$ cat src/rtl/button_pkg.sv
// Shared types and sizing helpers for the push-button debounce block.
package button_pkg;

  typedef enum logic [1:0] {
    IDLE         = 2'd0,
    PRESS_WAIT   = 2'd1,
    PRESSED      = 2'd2,
    RELEASE_WAIT = 2'd3
  } btn_state_t;

  // One counter serves both debounce and long-press timing, so size it for the larger.
  function automatic int cnt_width(input int debounce_cycles, input int long_cycles);
    int max_cycles;
    max_cycles = (debounce_cycles > long_cycles) ? debounce_cycles : long_cycles;
    return $clog2(max_cycles + 1);
  endfunction

endpackage

$ cat src/rtl/button_debounce_ch.sv
// One button channel: 2-FF synchroniser, polarity normalisation, debounce FSM,
// long-press timer and registered level/pulse outputs.
module button_debounce_ch
  import button_pkg::*;
#(
  parameter int DEBOUNCE_CYCLES = 500000,
  parameter int LONG_CYCLES     = 50000000,
  parameter bit ACTIVE_LOW      = 1'b1
) (
  input  logic clk_clk,
  input  logic reset_reset_n,
  input  logic raw,
  output logic level,
  output logic press_pulse,
  output logic release_pulse,
  output logic long_pulse
);

  localparam int                CNT_W     = cnt_width(DEBOUNCE_CYCLES, LONG_CYCLES);
  localparam logic [CNT_W-1:0]  DEB_LAST  = CNT_W'(DEBOUNCE_CYCLES - 1);
  localparam logic [CNT_W-1:0]  LONG_LAST = CNT_W'(LONG_CYCLES - 1);
  localparam logic [CNT_W-1:0]  CNT_MAX   = '1;
  localparam logic              RAW_IDLE  = ACTIVE_LOW;

  logic             sync1_reg, sync2_reg;
  logic             sync;
  btn_state_t       state_reg, state_next;
  logic [CNT_W-1:0] cnt_reg, cnt_next, cnt_inc;
  logic             long_done_reg, long_done_next;
  logic             level_reg, level_next;
  logic             press_reg, press_next;
  logic             release_reg, release_next;
  logic             long_reg, long_next;

  assign sync    = sync2_reg ^ ACTIVE_LOW;
  assign cnt_inc = (cnt_reg == CNT_MAX) ? cnt_reg : cnt_reg + 1'b1;

  always_comb begin
    state_next     = state_reg;
    cnt_next       = cnt_reg;
    long_done_next = long_done_reg;
    level_next     = level_reg;
    press_next     = 1'b0;
    release_next   = 1'b0;
    long_next      = 1'b0;
    case (state_reg)
      IDLE: begin
        if (sync) begin
          state_next = PRESS_WAIT;
          cnt_next   = '0;
        end
      end
      PRESS_WAIT: begin
        if (!sync) begin
          state_next = IDLE;
        end else if (cnt_reg == DEB_LAST) begin
          state_next = PRESSED;
          level_next = 1'b1;
          press_next = 1'b1;
          cnt_next   = '0;
        end else begin
          cnt_next = cnt_inc;
        end
      end
      PRESSED: begin
        if (!sync) begin
          state_next = RELEASE_WAIT;
          cnt_next   = '0;
        end else if (!long_done_reg) begin
          if (cnt_reg == LONG_LAST) begin
            long_next      = 1'b1;
            long_done_next = 1'b1;
          end else begin
            cnt_next = cnt_inc;
          end
        end
      end
      RELEASE_WAIT: begin
        // A bounce back to pressed keeps long_done so one press yields one long pulse.
        if (sync) begin
          state_next = PRESSED;
          cnt_next   = '0;
        end else if (cnt_reg == DEB_LAST) begin
          state_next     = IDLE;
          level_next     = 1'b0;
          release_next   = 1'b1;
          long_done_next = 1'b0;
        end else begin
          cnt_next = cnt_inc;
        end
      end
      default: state_next = IDLE;
    endcase
  end

  always_ff @(posedge clk_clk) begin
    if (!reset_reset_n) begin
      sync1_reg     <= RAW_IDLE;
      sync2_reg     <= RAW_IDLE;
      state_reg     <= IDLE;
      cnt_reg       <= '0;
      long_done_reg <= 1'b0;
      level_reg     <= 1'b0;
      press_reg     <= 1'b0;
      release_reg   <= 1'b0;
      long_reg      <= 1'b0;
    end else begin
      sync1_reg     <= raw;
      sync2_reg     <= sync1_reg;
      state_reg     <= state_next;
      cnt_reg       <= cnt_next;
      long_done_reg <= long_done_next;
      level_reg     <= level_next;
      press_reg     <= press_next;
      release_reg   <= release_next;
      long_reg      <= long_next;
    end
  end

  assign level         = level_reg;
  assign press_pulse   = press_reg;
  assign release_pulse = release_reg;
  assign long_pulse    = long_reg;

endmodule

$ cat src/rtl/button_debounce.sv
// Multi-channel push-button conditioner feeding the button PIO; each channel
// is an independent debounce_ch instance on the shared clock.
module button_debounce
  import button_pkg::*;
#(
  parameter int WIDTH           = 4,
  parameter int DEBOUNCE_CYCLES = 500000,
  parameter int LONG_CYCLES     = 50000000,
  parameter bit ACTIVE_LOW      = 1'b1
) (
  input  logic             clk_clk,
  input  logic             reset_reset_n,
  input  logic [WIDTH-1:0] btn_raw,
  output logic [WIDTH-1:0] btn_level,
  output logic [WIDTH-1:0] btn_press,
  output logic [WIDTH-1:0] btn_release,
  output logic [WIDTH-1:0] btn_long
);

  for (genvar gi = 0; gi < WIDTH; gi++) begin : g_ch
    button_debounce_ch #(
      .DEBOUNCE_CYCLES (DEBOUNCE_CYCLES),
      .LONG_CYCLES     (LONG_CYCLES),
      .ACTIVE_LOW      (ACTIVE_LOW)
    ) u_ch (
      .clk_clk       (clk_clk),
      .reset_reset_n (reset_reset_n),
      .raw           (btn_raw[gi]),
      .level         (btn_level[gi]),
      .press_pulse   (btn_press[gi]),
      .release_pulse (btn_release[gi]),
      .long_pulse    (btn_long[gi])
    );
  end

endmodule

$ cat config.mk
export PLATFORM = sky130hd
export DESIGN_NAME = button_debounce
export DESIGN_NICKNAME = d
export VERILOG_FILES = /design/src/rtl/button_pkg.sv /design/src/rtl/button_debounce_ch.sv /design/src/rtl/button_debounce.sv
export SDC_FILE = /design/constraint.sdc
export NUM_CORES = 1
export LEC_CHECK = 0
export ABC_AREA = 1
export CAP_MARGIN = 20
export CORE_MARGIN = 10
export CORE_UTILIZATION = 50
export DETAILED_ROUTE_END_ITERATION = 10
export PLACE_DENSITY_LB_ADDON = 0.25
export SYNTH_ARGS = -nofsm -noshare
export SYNTH_HDL_FRONTEND = slang
export SYNTH_SLANG_ARGS = --single-unit
$ cat constraint.sdc
create_clock -name clk_clk -period 2.4 [get_ports clk_clk]
set_input_delay 0.48 -clock clk_clk [delete_from_list [all_inputs] [get_ports clk_clk]]
set_output_delay 0.48 -clock clk_clk [all_outputs]
set_load 0.05 [all_outputs]
Word level (Yosys, flattened, before mapping)
Cells that the tools add are included.
- bits in latches: 0
- bits in registers: 140
- logic and storage cells: 269
- input port bits: 6
- memory bits (writable): 0
- ROM bits: 0
- memories kept: 0
- $add $sub $neg: 4
- $lt $le $gt $ge: 0
- shifts and indexed selects: 0
- multipliers: 0
- bitwise gates (word level): 9
- equal/unequal tests: 72
- muxes and demuxes: 108
- reductions and logical operators: 40
- div/mod/pow operators: 0
- operators with widths (kind ; number):
    2-to-1 mux 26 bit ; 36
    case mux 26 bit (4 select lines) ; 4
    equality test 26 bit (second input constant) ; 8
    adder 26 x 1 -> 26 bit (second input constant) ; 4
    equality test 26 x 19 -> 1 bit (second input constant) ; 4
    2-to-1 mux 2 bit ; 24
    AND reduction 5 bit ; 8
    2-to-1 mux 1 bit ; 32
    != test 2 x 1 -> 1 bit (second input constant) ; 16
    case mux 2 bit (4 select lines) ; 4
    AND reduction 4 bit ; 8
    != test 2 bit (second input constant) ; 12
    != test 3 x 2 -> 1 bit (second input constant) ; 8
    != test 3 bit (second input constant) ; 8
    equality test 2 bit (second input constant) ; 8
    case mux 1 bit (2 select lines) ; 8
    nonzero test 2 bit ; 8
    OR reduction 4 bit ; 4
    != test 3 x 1 -> 1 bit (second input constant) ; 4
    AND reduction 3 bit ; 4
    OR reduction 3 bit ; 4
    inverter 1 bit ; 9
    equality test 2 x 1 -> 1 bit (second input constant) ; 4
    logical NOT 2 bit ; 4

Longest topological paths before layout
Gate-level depths: netlist (run 1).
- depth in word-level cells: 6
- depth in mapped cells: 13
- depth with buffers taken out: 13

By module
A second synthesis (run 1) with hierarchy kept.
- cell total of the unflattened synthesis: 1772
- area total of the unflattened synthesis: 10253.6 um2
- by module, submodules not included (module ; instances ; area each (um2) ; cells each ; seq. area each (um2)):
    button_debounce_ch (g_ch[0].u_ch ...) ; 2 ; 2533.7 ; 443 ; 700.7
    button_debounce_ch (g_ch[3].u_ch) ; 1 ; 2627.5 ; 443 ; 700.7
    button_debounce_ch (g_ch[2].u_ch) ; 1 ; 2558.7 ; 443 ; 700.7

Worst setup path before layout (run 1)
No wires, ideal clock.
- path kind: reg-to-reg
- start point: reg g_ch[2].u_ch.cnt_reg[0]
- end point: reg g_ch[2].u_ch.cnt_reg[10]
- path slack: 0.585 ns
- arrival: 1.676 ns
- stages on the path, launching flop included: 12
- data required time: 2.261 ns
- cells stage by stage: dfxtp_1 -> ha_1 -> inv_2 -> nor2_8 -> nand3_2 -> nor2_2 -> nand2_1 -> nand2_1 -> nand2_2 -> buf_2 -> nand3_1 -> a21oi_2
- word-level cells in the longest chain between the ends: 6
- elaborated cells on any way between the ends: 16
- RTL lines (element ; line ; RTL):
    from (decl) ; button_debounce_ch.sv:28 ; logic [CNT_W-1:0] cnt_reg, cnt_next, cnt_inc;
    from (signal assigned) ; button_debounce_ch.sv:111 ; cnt_reg <= cnt_next;
    adder 26 x 1 -> 26 bit or equality test 26 bit (tied branches) ; button_debounce_ch.sv:36 ; assign cnt_inc = (cnt_reg == CNT_MAX) ? cnt_reg : cnt_reg + 1'b1;
    2-to-1 mux 26 bit ; button_debounce_ch.sv:36 ;
    2-to-1 mux 26 bit ; button_debounce_ch.sv:70 ; if (cnt_reg == LONG_LAST) begin
    2-to-1 mux 26 bit ; button_debounce_ch.sv:69 ; end else if (!long_done_reg) begin
    2-to-1 mux 26 bit ; button_debounce_ch.sv:66 ; if (!sync) begin
    case mux 26 bit (4 select lines) ; button_debounce_ch.sv:46 ; case (state_reg)
Parallel ways exist; a longest one is shown, timed or not. The select of a mux whose other input is x is not followed.
A chain may end at the register's enable or synchronous reset.

Final worst setup path (run 1)
- start point: reg g_ch[0].u_ch.cnt_reg[0]
- end point: reg g_ch[0].u_ch.cnt_reg[6]
- word-level cells in the longest chain between the ends: 6
- elaborated cells on any way between the ends: 16
- RTL lines (element ; line):
    from (decl) ; button_debounce_ch.sv:28
    from (signal assigned) ; button_debounce_ch.sv:111
    adder 26 x 1 -> 26 bit or equality test 26 bit (tied branches) ; button_debounce_ch.sv:36
    2-to-1 mux 26 bit ; button_debounce_ch.sv:36
    2-to-1 mux 26 bit ; button_debounce_ch.sv:70
    2-to-1 mux 26 bit ; button_debounce_ch.sv:69
    2-to-1 mux 26 bit ; button_debounce_ch.sv:66
    case mux 26 bit (4 select lines) ; button_debounce_ch.sv:46
Parallel ways exist; a longest one is shown, timed or not. The select of a mux whose other input is x is not followed.

==> results of run 1 <==
-- cells in the mapped netlist, types with 3 or more instances --
library cell  count  area, sq um
nand2_1         534         2000
nor2_1          262          983
nand3_1         163          816
inv_1           141          529
dfxtp_1         140         2800
a21oi_1          75          375
o21ai_0          25          125
nor2_2           20          125
buf_4            19          143
buf_6            19          214
a21oi_2          18          158
xnor2_1          17          149
nor3_1           16         80.1
xor2_1           15          131
buf_2            14         70.1
clkbuf_1         12         45.0
nand2_2          12         75.1
nand4_1          12         75.1
o21bai_1         11         82.6
inv_2             8         30.0
nand3_2           8         80.1
nor2_4            8         90.1
or2_2             8         50.1
nand3b_1          6         45.0
ha_1              4         50.1
nand2_4           4         45.0
nor4_1            4         25.0
nor3_2            3         30.0
-- cells by family (layout without fill, tap and decap cells) --
family | count (synthesis) | after routing | share of synthesized area [%]
adder cells (fa/ha/maj) | 4 | 4 | 0.519
flip-flops | 140 | 140 | 29.0
AND/OR/NAND/NOR | 1068 | 1068 | 48.1
XOR/XNOR | 32 | 32 | 2.90
buffers and inverters | 214 | 231 | 10.7
AO/OA/AOI/OAI | 140 | 140 | 8.72
-- power by group --
part	internal (uW)	switching [uW]	leakage, uW	total (uW)
combinational	90.7	239	0.00275	330
clock	1740	1030	0.000305	2770
sequential	2350	22.1	0.00113	2370
total	4180	1290	0.00418	5470
-- layer usage --
metal / global-route usage [%] / up-vias / share of wire, %
li1: - / 5023 / -
met1: 24.1 / 4351 / 49
met2: 30.4 / 202 / 45
met3: 3.51 / 35 / 4.2
met4: 5.52 / 0 / 1.7
met5: 0 / - / 0
-- area by class of cell --
| cell class | count | area [sq um] | area share [%] |
|---|---|---|---|
| Multi-Input combinational cell | 1244 | 5830 | 55.1 |
| Clock inverter | 11 | 139 | 1.31 |
| Clock buffer | 21 | 480 | 4.54 |
| Sequential cell | 140 | 2800 | 26.5 |
| Tap cell | 260 | 325 | 3.08 |
| Inverter | 150 | 567 | 5.36 |
| Timing Repair Buffer | 49 | 433 | 4.09 |
-- per-stage QoR --
stage               hold WS (ns)  utilization [%]  power [uW]  instances  area, sq um
floorplan                  0.393                -        2680       1598         9650
global placement           0.396             52.8        2740       1843         9940
detailed placement         0.403             52.8        2750       1843         9940
CTS                        0.415             56.1        5520       1875        10600
global route               0.432             56.2        5660       1875        10600
finish                     0.413             56.2        5470       1875        10600
-- final timing paths --
| kind | slack, ns | depth (start not counted) | startpoint | endpoint |
|---|---|---|---|---|
| setup / recovery | 0.22 | 9 | g_ch[0].u_ch.cnt_reg[0] | g_ch[0].u_ch.cnt_reg[6] |
| hold / removal | 0.41 | 1 | g_ch[2].u_ch.sync1_reg | g_ch[2].u_ch.sync2_reg |
| setup reg to reg | 0.22 | 9 | g_ch[0].u_ch.cnt_reg[0] | g_ch[0].u_ch.cnt_reg[6] |
| hold reg to reg | 0.41 | 1 | g_ch[2].u_ch.sync1_reg | g_ch[2].u_ch.sync2_reg |
-- critical path, cell delays in order (launching register included) --
cell and delay (ns):
dfxtp_1 0.43, ha_1 0.27, inv_1 0.09, nor2_4 0.21, nand2_2 0.13, nor2_4 0.20, nand4_4 0.33, o21ai_0 0.20
nand3_1 0.10, a21oi_1 0.15
-- timing repair --
action	CTS	global route
endpoints found under the setup margin	3	24
hold buffers	0	0
gates resized for setup	1	4
==> key figures, run 1 <==
Status
  • Status: finished, final reports clean

Floorplanning
  • Die width: 159 um
  • Placement row count: 50
  • Core region area: about 19000 sq um
  • Ports: 22
  • Initial Util: between 50% and 60%
  • Die height: around 160 um
  • Full die area: ~25000 sq um

Logic synthesis
  • YS warnings: 0
  • Async SR Flop Fraction: 0%
  • Mapped Avg Cell Area: a little over 6 sq um
  • Synth Flop Type: dfxtp_1
  • Mapped Area: roughly 9700 sq um
  • Mapped Nets: approximately 1600
  • Yosys reg bits: 140
  • Synth Instances: 1598
  • Synth cell types: 45
  • Seq/Total Area, Yosys: between 20 and 30%
  • EDFF count, synth: 0

Routing
  • Vias: between 9000 and 10000
  • DRT iter0 DRCs: a little under 700
  • Total wire length: ~24000 um
  • Wire per inst: roughly 13 um
  • DRC: 0
  • Residual antenna-violating net count after detailed routing: 0
  • Avg Vias per Cell: roughly 5
  • Drt pass-1 iters: 5

STA
  • Max transition margin: between 30 and 40%
  • Max Freq: ~0.46 GHz
  • Final TNS setup: 0 ns
  • Fin. Hold Viols: 0
  • Crit share post-route: approximately 91%
  • Skew final: a little under 0.007 ns
  • Setup ws final: between 0.2 and 0.25 ns
  • Final setup fails: 0
  • Clock period minus worst slack: roughly 2.2 ns
  • Count of pins over their slew limit: 0
  • Worst Max-Slew Pin Slew: ~0.9 ns
  • RSZ-0062 raised after global routing: no

Power
  • Leakage power: between 0.004 and 0.005 uW
  • Worst vdd ir: about 0.53 mV
  • PwrDens: 517 nW/um^2

Worst setup path
  • Kind of critical path: register to register
  • Worst Path Arrival: about 2.5 ns
  • Crit. End Element: register
  • Worst Path Required: 2.76 ns
  • Worst setup SP type: register
  • Worst Path Max Fanout: 22

Place
  • Detailed Place HPWL: roughly 17000 um
  • Port bufs: 21
  • Pre-CTS WS: around 0.015 ns
  • Routability cong.: 0.921

Global routing
  • GRT Resource Usage Total: a little under a fifth
  • Number of global-route vias before repair: between 8000 and 9000
  • First-pass GRT wire length: between 40000 and 50000 um
  • Global route overflow: 0
  • Largest net degree at the start of global routing: between 40 and 50
  • Initial antenna violation count: 0

Clocking
  • CTS Buf Count: 17
  • Skew-Pair Late Insertion Delay: between 0.4 and 0.5 ns
  • H-tree levels: 4
  • Clock Sinks: 140
  • Root Driver: clkbuf_16
  • CTS tree: yes
  • CTS max path bufs: 2
  • # Post-CTS Setup Buffers: 0
  • Clock transition at the registers of the reported paths: 0.06 ns

Cells and area
  • Fillers: roughly 1900
  • Share of layout cells above drive strength 1: between 9 and 10%
  • Max reg flops: roughly 100
  • Final net count: about 1600
  • Area delta synth->final: 9.58%
  • Most frequent cells in the layout: 534 x nand2_1, 262 x nor2_1, 163 x nand3_1
  • N_diodes: 0
  • Commonest non-fill, non-tap cell in the layout: nand2_1

Min path
  • HP Class: register to register

Flow run
  • Number of max-cap violations: 0
(Power assumes the default switching activity.)
==> run 2, diff against run 1 <==
CORE_UTILIZATION = 63   (was 50)
==> run 2 against run 1 <==
Effect of this change:
- via count is 2.0% higher
- count of clock-buffer cells in the layout is 1 lower
- hold slack worse by 0.0012 ns
- clock skew is 0.0040 ns higher
- setup slack worse by 0.023 ns
- die area is 18% lower
- register-to-register slack worse by 0.02 ns
- core utilization is 13 points higher
- wire length is 1.5% higher
- global-route usage is 5.0 points higher
- first-iteration DRC count is 31% higher
- clock power is 3% lower
- largest cell class unchanged
==> key figures, run 2 (synthesized netlist as in run 1, its figures left out) <==
Status
  • Status: finished, final reports clean

Worst setup path
  • Worst setup SP type: register
  • Kind of critical path: register to register
  • Worst Path Required: 2.71 ns (-0.05 ns)
  • Crit. End Element: register
  • Worst Path Max Fanout: 13 (-41%)
  • Worst Path Arrival: 2.52 ns (-0.02 ns)

Floorplanning
  • Core region area: 15100 sq um (-20%)
  • Die height: 144 um (-9.5%)
  • Die width: 144 um (-9.5%)
  • Placement row count: 45 (-10%)
  • Initial Util: 64.0% (+13 points)
  • Ports: 22 (unchanged)
  • Full die area: 20700 sq um (-18%)

Routing
  • Total wire length: 24000 um (+1.5%)
  • DRC: 0 (unchanged)
  • DRT iter0 DRCs: 884 (+31%)
  • Wire per inst: 13.3 um (+5.5%)
  • Vias: 9800 (+2.0%)
  • Drt pass-1 iters: 5 (unchanged)
  • Avg Vias per Cell: 5.43 (+5.9%)
  • Residual antenna-violating net count after detailed routing: 0 (unchanged)

Global routing
  • First-pass GRT wire length: 40300 um (-1.4%)
  • Largest net degree at the start of global routing: 36 (-27%)
  • Global route overflow: 0 (unchanged)
  • GRT Resource Usage Total: 23.5% (+5.0 points)
  • Initial antenna violation count: 0 (unchanged)
  • Number of global-route vias before repair: 8898 (-0.079%)

Cells and area
  • Share of layout cells above drive strength 1: 10.0% (+0.17 points)
  • Final net count: 1614 (+0.12%)
  • N_diodes: 0 (unchanged)
  • Max reg flops: 104 (unchanged)
  • Most frequent cells in the layout: 534 x nand2_1, 261 x nor2_1, 163 x nand3_1
  • Area delta synth->final: 8.79%
  • Commonest non-fill, non-tap cell in the layout: nand2_1

Flow run
  • Number of max-cap violations: 0 (unchanged)

Clocking
  • Clock Sinks: 140 (unchanged)
  • CTS max path bufs: 2 (unchanged)
  • CTS tree: yes
  • # Post-CTS Setup Buffers: 0 (unchanged)
  • H-tree levels: 4 (unchanged)
  • Clock transition at the registers of the reported paths: 0.06 ns (about the same)
  • CTS Buf Count: 17 (unchanged)
  • Skew-Pair Late Insertion Delay: 0.43 ns (about the same)
  • Root Driver: clkbuf_16

STA
  • Max transition margin: 59.9% (+21 points)
  • Fin. Hold Viols: 0 (unchanged)
  • Crit share post-route: 91.9% (+0.98 points)
  • Clock period minus worst slack: 2.20 ns (+0.0235 ns)
  • Final hold slack: 0.412 ns (-0.00121 ns)
  • Worst Max-Slew Pin Slew: 0.599 ns (-0.311 ns)
  • Skew final: 0.0109 ns (+0.00402 ns)
  • Setup ws final: 0.195 ns (-0.0235 ns)
  • Max Freq: 0.454 GHz (-1.1%)
  • Final setup fails: 0 (unchanged)
  • Count of pins over their slew limit: 0 (unchanged)
  • RSZ-0062 raised after global routing: no
  • Final TNS setup: 0 ns (unchanged)

Power
  • PwrDens: 515 nW/um^2 (-0.52%)
  • Worst vdd ir: 0.582 mV (+10%)
  • PnR Total Power: 5400 uW (-1.2%)
  • Leakage power: 0.00419 uW (about the same)

Place
  • Routability cong.: 0.970 (+5.3%)
  • Pre-CTS WS: 0.0178 ns (+0.00294 ns)
  • Detailed Place HPWL: 17200 um (-0.43%)
  • Port bufs: 21 (unchanged)

Min path
  • HP Class: register to register
run 2: changes by cell type in the layout (fill, tap and decap cells not counted), sizes merged:
cell and change:
buf +2, clkbuf -1, inv +2, clkinvlp +1
clkinv -1, bufinv -1
run 2: metrics by stage:
step                util, %  instance area [sq um]  instances
finish                 69.6                  10500       1805
global route           69.6                  10500       1805
CTS                    69.5                  10500       1805
detailed placement     65.5                   9880       1773
global placement       65.5                   9880       1773
floorplan                 -                   9650       1598
run 2: timing repair:
item	4_1_cts	5_1_grt
hold buffers	0	0
gates resized for setup	1	5
endpoints found under the setup margin	1	40
cloned	0	0
run 2: report_power, final:
group / internal [uW] / switching, uW
combinational: 91.0 / 242
sequential: 2350 / 20.9
clock: 1620 / 1080
total: 4060 / 1340
run 2: worst paths after layout:
path / from / endpoint / slack (ns) / depth (start not counted)
setup / recovery: g_ch[3].u_ch.cnt_reg[0] / g_ch[3].u_ch.cnt_reg[20] / 0.20 / 11
hold / removal: g_ch[2].u_ch.sync1_reg / g_ch[2].u_ch.sync2_reg / 0.41 / 1
setup reg to reg: g_ch[3].u_ch.cnt_reg[0] / g_ch[3].u_ch.cnt_reg[20] / 0.20 / 11
hold reg to reg: g_ch[2].u_ch.sync1_reg / g_ch[2].u_ch.sync2_reg / 0.41 / 1
run 2: critical path, stage by stage (launching register included):
cell and delay, ns:
dfxtp_1 0.39, ha_1 0.22, nand3_2 0.14, nor2_2 0.22, nand2_2 0.11, nor2_2 0.17
nand3b_2 0.28, buf_4 0.28, nand3_1 0.10, o21ai_0 0.09, nand2_1 0.08, nor2_2 0.03
run 2: layout make-up:
class                   count  area (sq um)
clock buffers              20           467
clock inverters            12           136
inverters                 150           567
flip-flops and latches    140          2800
multi-input cells        1244          5830
well taps                 188           235
fillers                  1324          4590
repair buffers             51           460
run 2: per-layer routing:
metal / GRT usage, % / vias to the layer above / share of wire [%] / wire [um]
met3: 4.69 / 50 / 5.5 / 1330
met1: 29.3 / 4435 / 45 / 10900
met2: 39.5 / 281 / 47 / 11300
met4: 7.90 / 0 / 2.1 / 501
li1: - / 5034 / - / -
met5: 0 / - / 0 / 0
